===== src/rtl/add_sub_sched.sv =====
// add_sub_sched: round-robin scheduler sharing one 4-bit two's-complement
// adder-subtractor between two valid/ready requesters. Each operation
// walks IDLE (grant + operand capture) -> EXEC (compute + result capture)
// -> HOLD (present until the consumer accepts).

// Shared datapath: s = a + (b ^ {4{sub}}) + sub, with signed overflow taken
// as carry-into-msb XOR carry-out-of-msb.
module add_sub_dp (
  input  logic [3:0] a_i,
  input  logic [3:0] b_i,
  input  logic       sub_i,
  output logic [3:0] s_o,
  output logic       ovf_o
);
  logic [3:0] bx;
  logic [3:0] lo;   // low three bits plus carry into bit 3
  logic [1:0] hi;   // bit 3 plus carry out of bit 3

  // Split the add at bit 3 so both carries around the msb are visible.
  always_comb begin
    bx    = b_i ^ {4{sub_i}};
    lo    = {1'b0, a_i[2:0]} + {1'b0, bx[2:0]} + {3'b000, sub_i};
    hi    = {1'b0, a_i[3]} + {1'b0, bx[3]} + {1'b0, lo[3]};
    s_o   = {hi[0], lo[2:0]};
    ovf_o = lo[3] ^ hi[1];
  end
endmodule

module add_sub_sched (
  input  logic       clk,
  input  logic       rst,
  input  logic       req0_valid,
  input  logic [3:0] req0_a,
  input  logic [3:0] req0_b,
  input  logic       req0_sub,
  output logic       req0_ready,
  input  logic       req1_valid,
  input  logic [3:0] req1_a,
  input  logic [3:0] req1_b,
  input  logic       req1_sub,
  output logic       req1_ready,
  output logic       res_valid,
  input  logic       res_ready,
  output logic       res_id,
  output logic [3:0] res_s,
  output logic       res_ovf,
  output logic [7:0] ovf_cnt
);
  typedef enum logic [1:0] {IDLE, EXEC, HOLD} state_t;

  state_t     state_q, state_d;
  logic [3:0] op_a_q, op_b_q;
  logic       op_sub_q, op_id_q;
  logic       res_valid_q, res_id_q, res_ovf_q;
  logic [3:0] res_s_q;
  logic [7:0] ovf_cnt_q;
  logic       last_grant_q;

  logic       gnt0, gnt1;
  logic       load_op, load_res, accept;
  logic [3:0] dp_s;
  logic       dp_ovf;

  add_sub_dp u_dp (
    .a_i   (op_a_q),
    .b_i   (op_b_q),
    .sub_i (op_sub_q),
    .s_o   (dp_s),
    .ovf_o (dp_ovf)
  );

  // Arbitration: only in IDLE, never under reset; ties go to the requester
  // that was not served last.
  always_comb begin
    gnt0 = 1'b0;
    gnt1 = 1'b0;
    if (state_q == IDLE && !rst) begin
      if (req0_valid && (!req1_valid || last_grant_q)) gnt0 = 1'b1;
      else if (req1_valid)                             gnt1 = 1'b1;
    end
  end

  // Next-state and per-state strobes.
  always_comb begin
    state_d  = state_q;
    load_op  = 1'b0;
    load_res = 1'b0;
    accept   = 1'b0;
    case (state_q)
      IDLE: if (gnt0 || gnt1) begin
        load_op = 1'b1;
        state_d = EXEC;
      end
      EXEC: begin
        load_res = 1'b1;
        state_d  = HOLD;
      end
      HOLD: if (res_ready) begin
        accept  = 1'b1;
        state_d = IDLE;
      end
      default: state_d = IDLE;
    endcase
  end

  // State register.
  always_ff @(posedge clk) begin
    if (rst) state_q <= IDLE;
    else     state_q <= state_d;
  end

  // Operand capture on grant, result capture in EXEC, bookkeeping on accept.
  always_ff @(posedge clk) begin
    if (rst) begin
      op_a_q       <= '0;
      op_b_q       <= '0;
      op_sub_q     <= 1'b0;
      op_id_q      <= 1'b0;
      res_valid_q  <= 1'b0;
      res_id_q     <= 1'b0;
      res_s_q      <= '0;
      res_ovf_q    <= 1'b0;
      ovf_cnt_q    <= '0;
      last_grant_q <= 1'b1;
    end else begin
      if (load_op) begin
        op_a_q   <= gnt1 ? req1_a   : req0_a;
        op_b_q   <= gnt1 ? req1_b   : req0_b;
        op_sub_q <= gnt1 ? req1_sub : req0_sub;
        op_id_q  <= gnt1;
      end
      if (load_res) begin
        res_s_q     <= dp_s;
        res_ovf_q   <= dp_ovf;
        res_id_q    <= op_id_q;
        res_valid_q <= 1'b1;
      end
      if (accept) begin
        res_valid_q  <= 1'b0;
        last_grant_q <= res_id_q;
        if (res_ovf_q && ovf_cnt_q != 8'hFF) ovf_cnt_q <= ovf_cnt_q + 8'd1;
      end
    end
  end

  assign req0_ready = gnt0;
  assign req1_ready = gnt1;
  assign res_valid  = res_valid_q;
  assign res_id     = res_id_q;
  assign res_s      = res_s_q;
  assign res_ovf    = res_ovf_q;
  assign ovf_cnt    = ovf_cnt_q;
endmodule


===== config.mk =====
export PLATFORM = sky130hd
export DESIGN_NAME = add_sub_sched
export DESIGN_NICKNAME = d
export VERILOG_FILES = /design/src/rtl/add_sub_sched.sv
export SDC_FILE = /design/constraint.sdc
export NUM_CORES = 1
export LEC_CHECK = 0
export ABC_CLOCK_PERIOD_IN_PS = 5200
export BUFFER_PORTS_ARGS = -buffer_cell sky130_fd_sc_hd__buf_2
export CORE_AREA = 2 2 45 67
export DETAILED_ROUTE_END_ITERATION = 6
export DIE_AREA = 0 0 47 69
export PLACE_DENSITY = 0.79
export SYNTH_ARGS = -nofsm -noshare
export SYNTH_HDL_FRONTEND = slang
export SYNTH_SLANG_ARGS = --single-unit

===== constraint.sdc =====
create_clock -name clk -period 5.2 [get_ports clk]
set_clock_uncertainty 0.1 [all_clocks]
set_input_delay 0 -clock clk [delete_from_list [all_inputs] [get_ports clk]]
set_output_delay 0 -clock clk [all_outputs]
set_load 0.05 [all_outputs]

Yosys cells after proc, flatten, opt, wreduce, memory -nomap -nowiden. Cells that the tools add are included.

Add/subtract/negate cells: 5. Bitwise logic cells: 2. Muxes and demuxes: 16. Equal/unequal tests: 5. Reduce and logical (&&, ||, !) cells: 11.

Operators by type and width (number): 1-bit 2-to-1 mux (11); 8-bit by 1-bit adder with 8-bit output, second input constant (1); 4-bit 2-to-1 mux (2); 8-bit != test, second input constant (1); 2-bit one-hot mux with 3 select lines (1); 3-bit by 3-bit adder with 4-bit output (1); 4-bit by 1-bit adder with 4-bit output (1); 2-bit 2-to-1 mux (2); 2-bit AND reduction (2); 4-bit bitwise XOR (1); 1-bit logical AND (3); 1-bit by 1-bit adder with 2-bit output (1); 2-bit by 1-bit adder with 2-bit output (1); 2-bit by 1-bit equality test with 1-bit output, second input constant (1); 2-bit equality test, second input constant (1); 1-bit zero test (2); 2-bit zero test (1); 1-bit logical OR (2); 2-bit by 1-bit != test with 1-bit output, second input constant (1); 2-bit != test, second input constant (1); 2-bit OR reduction (1); 1-bit bitwise XOR (1).

Input bits: 23. Word-level logic and storage cells: 50. Bits in registers: 28.

Longest topological paths before layout.
Word-level depth: 8. Gate-level depth with buffers: 7. Mapped depth without buffers: 7.

Modules after synthesis. From an unflattened synthesis, not the netlist that was laid out.

Cells, all modules: 143. Area total of the unflattened synthesis: 1380.1 um2.

Modules (own cells, without submodules): add_sub_sched (area each 1211.2 um2, cells an instance 128, times used 1, sequential area each 560.5 um2); add_sub_dp (area each 168.9 um2, cells an instance 15, times used 1, sequential area each 0.0 um2).

Least setup slack after synthesis. No wires, ideal clock.

Path type: reg2reg. Start: reg op_sub_q. End: reg res_ovf_q, in the netlist res_ovf. Cell stages (with the launch flop): 8. Arrival time: 1.779 ns. Data required time: 4.980 ns. Clock period less this slack: 1.999 ns. Path slack: 3.201 ns. Setup time: 0.120 ns. Cells stage by stage: dfxtp_1 > xor2_1 > ha_1 > a21o_1 > a31oi_2 > fa_1 > xor2_1 > o31a_1.

Cells in the longest elaborated chain, start to end: 5. Elaborated cells between the ends (all ways): 6.

RTL lines: from (decl) (RTL line 53) `logic op_sub_q, op_id_q;`; from (signal assigned) (RTL line 129) `op_sub_q <= gnt1 ? req1_sub : req0_sub;`; 4-bit bitwise XOR (RTL line 21) `bx = b_i ^ {4{sub_i}};`; 3-bit by 3-bit adder with 4-bit output (RTL line 22) `lo = {1'b0, a_i[2:0]} + {1'b0, bx[2:0]} + {3'b000, sub_i};`; 4-bit by 1-bit adder with 4-bit output (RTL line 22); 2-bit by 1-bit adder with 2-bit output (RTL line 23) `hi = {1'b0, a_i[3]} + {1'b0, bx[3]} + {1'b0, lo[3]};`; 1-bit bitwise XOR * (RTL line 25) `ovf_o = lo[3] ^ hi[1];`; to (signal assigned) (RTL line 134) `res_ovf_q <= dp_ovf;`; to (decl) (RTL line 54) `logic res_valid_q, res_id_q, res_ovf_q;`.

Mark *: on every way between the ends. The rest lies on a longest branch, timed or not. A chain may end at the register's enable or synchronous reset.

Worst setup path after layout.
Start: reg state_q[1]. End: reg op_b_q[2].

Cells in the longest elaborated chain, start to end: 6. Elaborated cells between the ends (all ways): 8.

RTL lines: from (decl) (RTL line 51) `state_t state_q, state_d;`; from (signal assigned) (RTL line 109) `else state_q <= state_d;`; 2-bit zero test * (RTL line 77, 89); 1-bit logical AND (RTL line 77) `if (state_q == IDLE && !rst) begin`; 1-bit 2-to-1 mux (RTL line 77); 1-bit logical OR (RTL line 90) `IDLE: if (gnt0 || gnt1) begin`; 1-bit 2-to-1 mux (RTL line 90); 1-bit 2-to-1 mux (RTL line 89) `case (state_q)`; to (signal assigned) (RTL line 128) `op_b_q <= gnt1 ? req1_b : req0_b;`; to (decl) (RTL line 52) `logic [3:0] op_a_q, op_b_q;`.

Marked as above.

==> metrics.cfg <==
[outcome]
status=completed

[timing]
slew_viol_final=0
finalSetupTns_ns=0
clock.fmax_mhz=426
finalSetupViolations=0
fin_crit_sh_pct=45.2
worst_slack_ns=2.85
finalCriticalPeriod_ns=2.35
rsz0062_at_grt=no
finalHoldViolations=0
tightest_slew_ns=0.584
relSlewSlack_pct=61.0

[cells_and_area]
nets=239
fill_cells=242
regArea_um2=561
area_delta_synth_final_pct=33.8
antennaDiodeCount=0
drive_gt1_share_pct=23.3
final_area_um2=1830
fin_util_pct=69.0
multi_input_area_um2=756

[clock_tree]
cts_buffer_depth=2
clk_pin_slew_ns=0.09
clock-sinks=28
ctsResizeCount=0
ctsHtreeMaxLevel=1
cts_buffers=3
clockRootBuffer=clkbuf_8
cts_setup_buffers=0
clkLatencyLatePin_ns=0.28
hold_buffers=20
cts_tree=yes

[floorplanning]
rows=23
io_pins=40
die_x_um=47
die_h_um=69
dieArea_um2=3240
coreArea_um2=2650
initial_core_util_pct=51.6

[worst_hold_path]
hold_start=rst
hold_path_class=in2reg

[critical_path]
timing.rr.start=state_q[1]$_SDFFE_PP0P_
critPathMaxFanout=19
cp.required_ns=5.33
cp-end-kind=flop
crit_arrival_ns=2.47
startpoint=state_q[1]$_SDFFE_PP0P_
start_kind=flop
crit_type=reg2reg

[drt]
viasPerCell=5.25
routed.top_layer=met4
num_vias=1297
wl_met3_um=122
wl_per_cell_um=13.0
post-route-drc-count=0
wl_met2_um=1880
drtIter0Drc=22
wl_um=3220
wl_met1_um=1140
antenna_left=0
firstDrtPassIters=4

[pwr]
finalPower_mw=0.498
ir_worst_vdd_uv=173
total_leakage_power_nw=0.845
p_per_area_nw_per_um2=273

[synth]
ys_ff_latch=28
synth_largest_area_cell=dfxtp_1
synthFlopType=dfxtp_1
yosysMostFrequentCell=dfxtp_1
synth_cell_type_count=40
synth-edff-count=0
postSynth.asyncResetShare_pct=0
syn_avg_cell_area_um2=8.87
syn_inst=154
ys.warnings.count=0
netlist_top_cells_area=dfxtp_1 41%, nor2_1 7.4%, a311oi_1 5.8%
synth-seq-area-share_pct=41.0
synth_top_area_share_pct=41.0
syn-num-nets=182
synth_common_cells=28 x dfxtp_1, 27 x nor2_1, 20 x nand2_1, 9 x a311oi_1, 7 x mux2i_1
syn_area_um2=1370

[placement]
place_area_um2=1570
hpwl_um=2190
io_buffers=39
routabilityCongestion=0.733
place_ws_ns=3.05

[job]
maxCapViolations=0

[grt]
grt_pass1_wl_um=5330
track_usage_pct=22.3
grt_pass1_vias=1312
grt_max_degree=29
antenna_found_initial=0
grt.overflow.total=0

## metrics by stage
| stage | hold WS, ns | instances |
|---|---|---|
| 5_1_grt | 0.0819 | 247 |
| 3_5_place_dp | 0.174 | 223 |
| 6_report | 0.0494 | 247 |
| 3_3_place_gp | 0.167 | 223 |
| 4_1_cts | 0.0516 | 247 |
| 2_1_floorplan | 0.0590 | 154 |
## layout by cell type, fill, tap and decap left out, types with 2 or more instances in the layout
cell,n
a211oi_1,4
a311oi_1,9
and3_1,2
and4b_1,2
buf_2,39
clkbuf_8,4
dfxtp_1,28
dlygate4sd3_1,20
fa_1,2
ha_1,3
inv_1,3
mux2i_1,7
nand2_1,20
nand2b_1,2
nand3_1,3
nand4_1,4
nor2_1,27
nor3_1,2
o21ai_0,3
xnor2_1,3
xor2_1,4
## worst max-delay path, cell delays in order (launching register included)
cell,delay [ns]
dfxtp_1,0.38
nor3_2,0.28
o21a_1,0.55
nor2_1,0.11
a311oi_1,0.28
dlygate4sd3_1,0.59
## flip-flops by register name, summed over array words and instances, names as in the netlist, 2 cells and up
signal,cells
op_b_q,4
state_q,2
op_a_q,4
res_s,4
ovf_cnt,8
## path summary, 6_finish.rpt
check                                            endpoint  slack, ns  cells past startpoint
worst max-delay path               op_b_q[2]$_SDFFE_PP0P_       2.85                      5
worst min-delay path                  res_id$_SDFFE_PP0N_       0.05                      2
worst min register to register  last_grant_q$_SDFFE_PP1P_       0.40                      1
worst max register to register     op_b_q[2]$_SDFFE_PP0P_       2.85                      5
## cells by family after synthesis
family | count (synthesis) | synth area share [%]
xor gates and xnor gates | 7 | 4.49
and+or+nand+nor | 69 | 24.1
AOI/OAI and AO/OA | 26 | 15.1
buffers and inverters | 11 | 3.66
adders and majority gates | 5 | 5.68
DFF | 28 | 41.0
muxes | 8 | 5.95
## per-layer routing
metal / up-vias / track usage [%]
met4: 0 / 8.64
met2: 40 / 43.1
met3: 5 / 3.40
li1: 655 / -
met5: - / 0
met1: 597 / 20.8
## power breakdown
group | internal, mW | total [mW] | switching (mW)
combinational | 0.0525 | 0.122 | 0.0693
sequential | 0.229 | 0.241 | 0.0118
clock | 0.0680 | 0.135 | 0.0675
## layout make-up
cell class,count,share of cell area [%]
timing repair buffer,59,21.6
inverter,4,0.821
clock buffer,4,3.01
sequential,28,30.7
tap,37,2.53
multi-input combinational,115,41.3
Power figures use the tool's default switching activity.
